==> src/rtl/comparator_filt.sv <==
// ============================================================================
// Module   : comparator_filt
// Brief    : Filtered magnitude comparator; commits GT/EQ/LT after HOLD
//            identical samples. Optional macro CMP_EVENT_EN adds event_cnt.
// Revision : 1.0
// ============================================================================
`default_nettype none

module comparator_filt #(
    parameter int WIDTH  = 8,
    parameter int HOLD   = 4,
    parameter int SIGNED = 0
) (
    input  logic             clk,
    input  logic             rst,
    input  logic             in_valid,
    input  logic [WIDTH-1:0] a,
    input  logic [WIDTH-1:0] b,
    output logic             led1,
    output logic             led2,
    output logic             led3,
`ifdef CMP_EVENT_EN
    output logic [15:0]      event_cnt,
`endif
    output logic             chg
);

    localparam int             RW     = $clog2(HOLD + 1);
    localparam logic [RW-1:0]  c_hold = RW'(HOLD);

    typedef enum logic [1:0] {
        IDLE    = 2'd0,
        STABLE  = 2'd1,
        QUALIFY = 2'd2
    } state_t;

    state_t          state_q, state_d;
    logic [2:0]      cand_q,  cand_d;
    logic [2:0]      leds_q,  leds_d;
    logic [RW-1:0]   run_q,   run_d;
    logic            chg_q,   chg_d;

    logic            w_gt;
    logic            w_lt;
    logic [2:0]      w_raw;
    logic            w_commit;

    generate
        if (SIGNED != 0) begin : g_signed
            assign w_gt = $signed(a) > $signed(b);
            assign w_lt = $signed(a) < $signed(b);
        end else begin : g_unsigned
            assign w_gt = a > b;
            assign w_lt = a < b;
        end
    endgenerate

    // Results are one-hot {GT, EQ, LT}, the same layout as the leds.
    assign w_raw    = {w_gt, ~w_gt & ~w_lt, w_lt};
    assign w_commit = (state_q != STABLE) && (run_q == c_hold) && (cand_q != leds_q);

    always_comb begin
        state_d = state_q;
        cand_d  = cand_q;
        run_d   = run_q;
        leds_d  = leds_q;
        chg_d   = 1'b0;

        if (in_valid) begin
            if (w_raw == cand_q) begin
                if (run_q != c_hold) begin
                    run_d = run_q + 1'b1;
                end
            end else begin
                cand_d = w_raw;
                run_d  = RW'(1);
            end
        end

        // A sample arriving on the commit edge that already disagrees with the
        // new result starts qualifying immediately rather than stalling.
        if (w_commit) begin
            leds_d  = cand_q;
            chg_d   = 1'b1;
            state_d = (in_valid && (w_raw != cand_q)) ? QUALIFY : STABLE;
        end else if (in_valid) begin
            case (state_q)
                IDLE:    state_d = IDLE;
                STABLE:  if (w_raw != leds_q) state_d = QUALIFY;
                QUALIFY: if (w_raw == leds_q) state_d = STABLE;
                default: state_d = IDLE;
            endcase
        end
    end

    always_ff @(posedge clk) begin
        if (rst) begin
            state_q <= IDLE;
            cand_q  <= 3'b000;
            leds_q  <= 3'b000;
            run_q   <= '0;
            chg_q   <= 1'b0;
        end else begin
            state_q <= state_d;
            cand_q  <= cand_d;
            leds_q  <= leds_d;
            run_q   <= run_d;
            chg_q   <= chg_d;
        end
    end

`ifdef CMP_EVENT_EN
    logic [15:0] evt_q;

    always_ff @(posedge clk) begin
        if (rst) begin
            evt_q <= 16'h0000;
        end else if (w_commit && (evt_q != 16'hFFFF)) begin
            evt_q <= evt_q + 16'h0001;
        end
    end

    assign event_cnt = evt_q;
`endif

    assign led1 = leds_q[2];
    assign led2 = leds_q[1];
    assign led3 = leds_q[0];
    assign chg  = chg_q;

endmodule

`default_nettype wire
==> config.mk <==
export PLATFORM = sky130hd
export DESIGN_NAME = comparator_filt
export DESIGN_NICKNAME = d
export VERILOG_FILES = /design/src/rtl/comparator_filt.sv
export SDC_FILE = /design/constraint.sdc
export NUM_CORES = 1
export LEC_CHECK = 0
export CELL_PAD_IN_SITES_DETAIL_PLACEMENT = 0
export CELL_PAD_IN_SITES_GLOBAL_PLACEMENT = 1
export CORE_AREA = 5 5 61 63
export DETAILED_ROUTE_END_ITERATION = 8
export DIE_AREA = 0 0 66 68
export PLACE_DENSITY = 0.7
export SKIP_LAST_GASP = 1
export SLEW_MARGIN = 20
export SYNTH_ARGS = -nofsm -noshare
export SYNTH_HDL_FRONTEND = slang
export SYNTH_SLANG_ARGS = --single-unit
==> constraint.sdc <==
create_clock -name clk -period 2.3 [get_ports clk]
set_clock_uncertainty 0.05 [all_clocks]
set_input_delay 0.69 -clock clk [delete_from_list [all_inputs] [get_ports clk]]
set_output_delay 0.69 -clock clk [all_outputs]
set_load 0.02 [all_outputs]
==> flow_summary_export.csv <==
group,metric,value,unit
routing,wirelength,2460,um
timing,max_freq,0.444,GHz
placement,place_inst,194,
final_layout,area_growth,51.3,%
routing,drc,0,
final_layout,post-route-cell-area,0.00140,mm^2
final_layout,diodes,0,
cts,cts_made_buffers,3,
synthesis,synth_top_area_frac,0.260,
cts,htree_levels,1,
final_layout,finish.utilization,0.440,
cts,cts-root-buf,"clkbuf_4",
timing,setup_viol,0,
timing,final_hold_viol_count,0,
pwr,p_leak,0.546,nW
routing,vias,963,
cts,cts_buffer_depth,2,
cts,cts_tree,"yes",
synthesis,synth_edf_count,0,
floorplan,io_pins,23,
cts,worstSkewPairLatency,0.26,ns
synthesis,ys_seq_area_frac,0.260,
final_layout,fin_nets,186,
routing,routedWlPerCell,12.2,um
placement,dpl_cell_area,0.00140,mm^2
synthesis,syn_nets,146,
global_routing,grt_max_degree,12,
routing,avgViaCountPerCell,4.79,
floorplan,core-area,0.00318,mm^2
status,status,"complete, no violations",
global_routing,antenna_found_initial,0,
final_layout,nFillCells,329,
critical_path,cp-start-kind,"primary input",
pwr,p_per_area,356,mW/mm^2
cts,cts.sinks,12,
floorplan,die_h,68,um
final_layout,finalNonFillerCells,201,
placement,dpl.hpwl,2020,um
timing,worst_pin_slew,0.323,ns
pwr,ir_drop,0.000245,V
floorplan,die_width,66,um
synthesis,synth_most_common_cell,"inv_1",
global_routing,grt_pass1_vias,987,
timing,final.setup.worst_slack,0.0489,ns
global_routing,grt_pass1_wl,4280,um
critical_path,cp.required,2.41,ns
synthesis,syn_inst,117,
synthesis,synthTopCellsByCount,"14 x inv_1, 13 x nor2_1, 12 x a21oi_1, 12 x dfxtp_1, 10 x ha_1",
critical_path,arrival,2.36,ns
floorplan,start_util,0.291,
critical_path,end_kind,"register",
synthesis,yosys_register_bits,12,
synthesis,ys_async_sr_fraction,0,
critical_path,worstSetupPathType,"primary input to register",
critical_path,timing.reg2reg.setup_slack,0.40,ns
synthesis,syn_area,925,um^2
global_routing,grt_usage,0.122,
synthesis,ys_warn_count,0,
global_routing,gr-total-overflow,0,
floorplan,die_area,0.00449,mm^2
synthesis,synth_ff_type,"dfxtp_1",
placement,gp_congestion,0.800,
timing,slew_headroom,0.784,
cts,cts_hold_repair.buffers,0,
routing,drtIter0Drc,34,
critical_path,cp_max_fo,3,
job,drv_cap,0,
placement,dp_slack,-0.641,ns
timing,fin_setup_tns,0,ns
floorplan,rows,21,
worst_hold_path,hp-class,"register to register",
timing,period_minus_slack,2.25,ns
synthesis,yosys.area.top_type,"dfxtp_1",
timing,fin_crit_sh,0.979,
final_layout,drive_gt1_frac,0.400,
timing,drv_slew,0,
synthesis,yosys-top-cells-area,"dfxtp_1 26%, ha_1 14%, a21oi_1 6.5%",
synthesis,syn_avg_cell_area,7.90,um^2
cts,clk_pin_slew_worst_paths,0.07,ns
routing,first_pass_iters,5,
synthesis,synth_cell_type_count,39,
routing,ant_nets,0,
placement,port_buffers,22,
## kinds of logic (layout without fill, tap and decap cells)
| family | Yosys count | count (layout) | share of synthesized area |
|---|---|---|---|
| compound gates | 31 | 31 | 0.240 |
| xor+xnor | 3 | 3 | 0.0284 |
| simple gates | 43 | 43 | 0.250 |
| flops | 12 | 12 | 0.260 |
| buf+inv | 16 | 54 | 0.0649 |
| mux | 2 | 2 | 0.0217 |
| fa+ha+maj | 10 | 10 | 0.135 |
## worst max-delay path, stage by stage
cell      delay [ns]
buf_2           0.10
inv_4           0.03
ha_4            0.25
nand4_1         0.13
or2_4           0.30
nor3b_4         0.19
o221ai_2        0.13
and3_1          0.21
o311a_1         0.32
## area by class of cell
| class | instances | area, um^2 | share of cell area |
|---|---|---|---|
| Tap cell | 46 | 57.6 | 0.0411 |
| Timing Repair Buffer | 37 | 259 | 0.185 |
| Inverter | 14 | 67.6 | 0.0483 |
| Sequential cell | 12 | 240 | 0.172 |
| Clock buffer | 3 | 22.5 | 0.0161 |
| Multi-Input combinational cell | 89 | 752 | 0.538 |
## cell usage in the layout (no fill, tap or decap), types with 2 or more instances in the layout
| master | Yosys | final |
|---|---|---|
| buf_2 | 0 | 10 |
| clkbuf_2 | 0 | 5 |
| nor3_1 | 3 | 2 |
| a21oi_1 | 12 | 11 |
| clkdlybuf4s50_1 | 0 | 6 |
| nor2b_1 | 2 | 2 |
| ha_4 | 0 | 8 |
| clkbuf_4 | 0 | 3 |
| inv_1 | 14 | 6 |
| o21ai_0 | 4 | 3 |
| nand3b_1 | 2 | 2 |
| ha_1 | 10 | 2 |
| xnor2_1 | 3 | 3 |
| inv_2 | 0 | 3 |
| nor2_1 | 13 | 13 |
| dfxtp_1 | 12 | 12 |
| buf_4 | 0 | 15 |
| nand2_1 | 9 | 9 |
| inv_4 | 0 | 4 |
| nand4_1 | 2 | 2 |
| mux2i_1 | 2 | 2 |
| and3_1 | 3 | 3 |
| o22ai_1 | 2 | 2 |
## per-layer routing
| metal | share of wire | vias up | track usage |
|---|---|---|---|
| met5 | 0 | - | 0 |
| met4 | 0.0057 | 0 | 0.0381 |
| met3 | 0.047 | 2 | 0.0279 |
| met2 | 0.53 | 12 | 0.233 |
| met1 | 0.41 | 455 | 0.133 |
| li1 | - | 494 | - |
## report_power, final
part / internal (mW) / switching (mW) / total, mW
Clock: 0.0603 / 0.0626 / 0.123
Sequential: 0.215 / 0.00954 / 0.225
Combinational: 0.0782 / 0.0717 / 0.150
Total: 0.354 / 0.144 / 0.498
## stage by stage
stage / hold slack [ns] / total power [mW]
final: 0.438 / 0.498
after floorplan: 0.399 / 0.315
after CTS: 0.437 / 0.508
after global placement: 0.419 / 0.384
after global routing: 0.457 / 0.535
after detailed placement: 0.427 / 0.388
## what timing repair did
action                                 4_1_cts  5_1_grt
setup endpoints to repair                    5        5
pin swaps                                   13       17
gates resized for setup                     47       19
endpoints found under the hold margin        0        0
buffers inserted                             3        1
## registers in the layout (all words and copies together) (netlist names)
register and count:
run_q 3, leds_q 3, cand_q 3, state_q 2
chg 1
## worst paths after layout
path,start,endpoint,depth (start not counted)
min reg2reg,run_q[1],run_q[1],2
max,b[1],state_q[1],9
min,run_q[1],run_q[1],2
max reg2reg,run_q[0],state_q[1],7
Power figures use the tool's default switching activity.
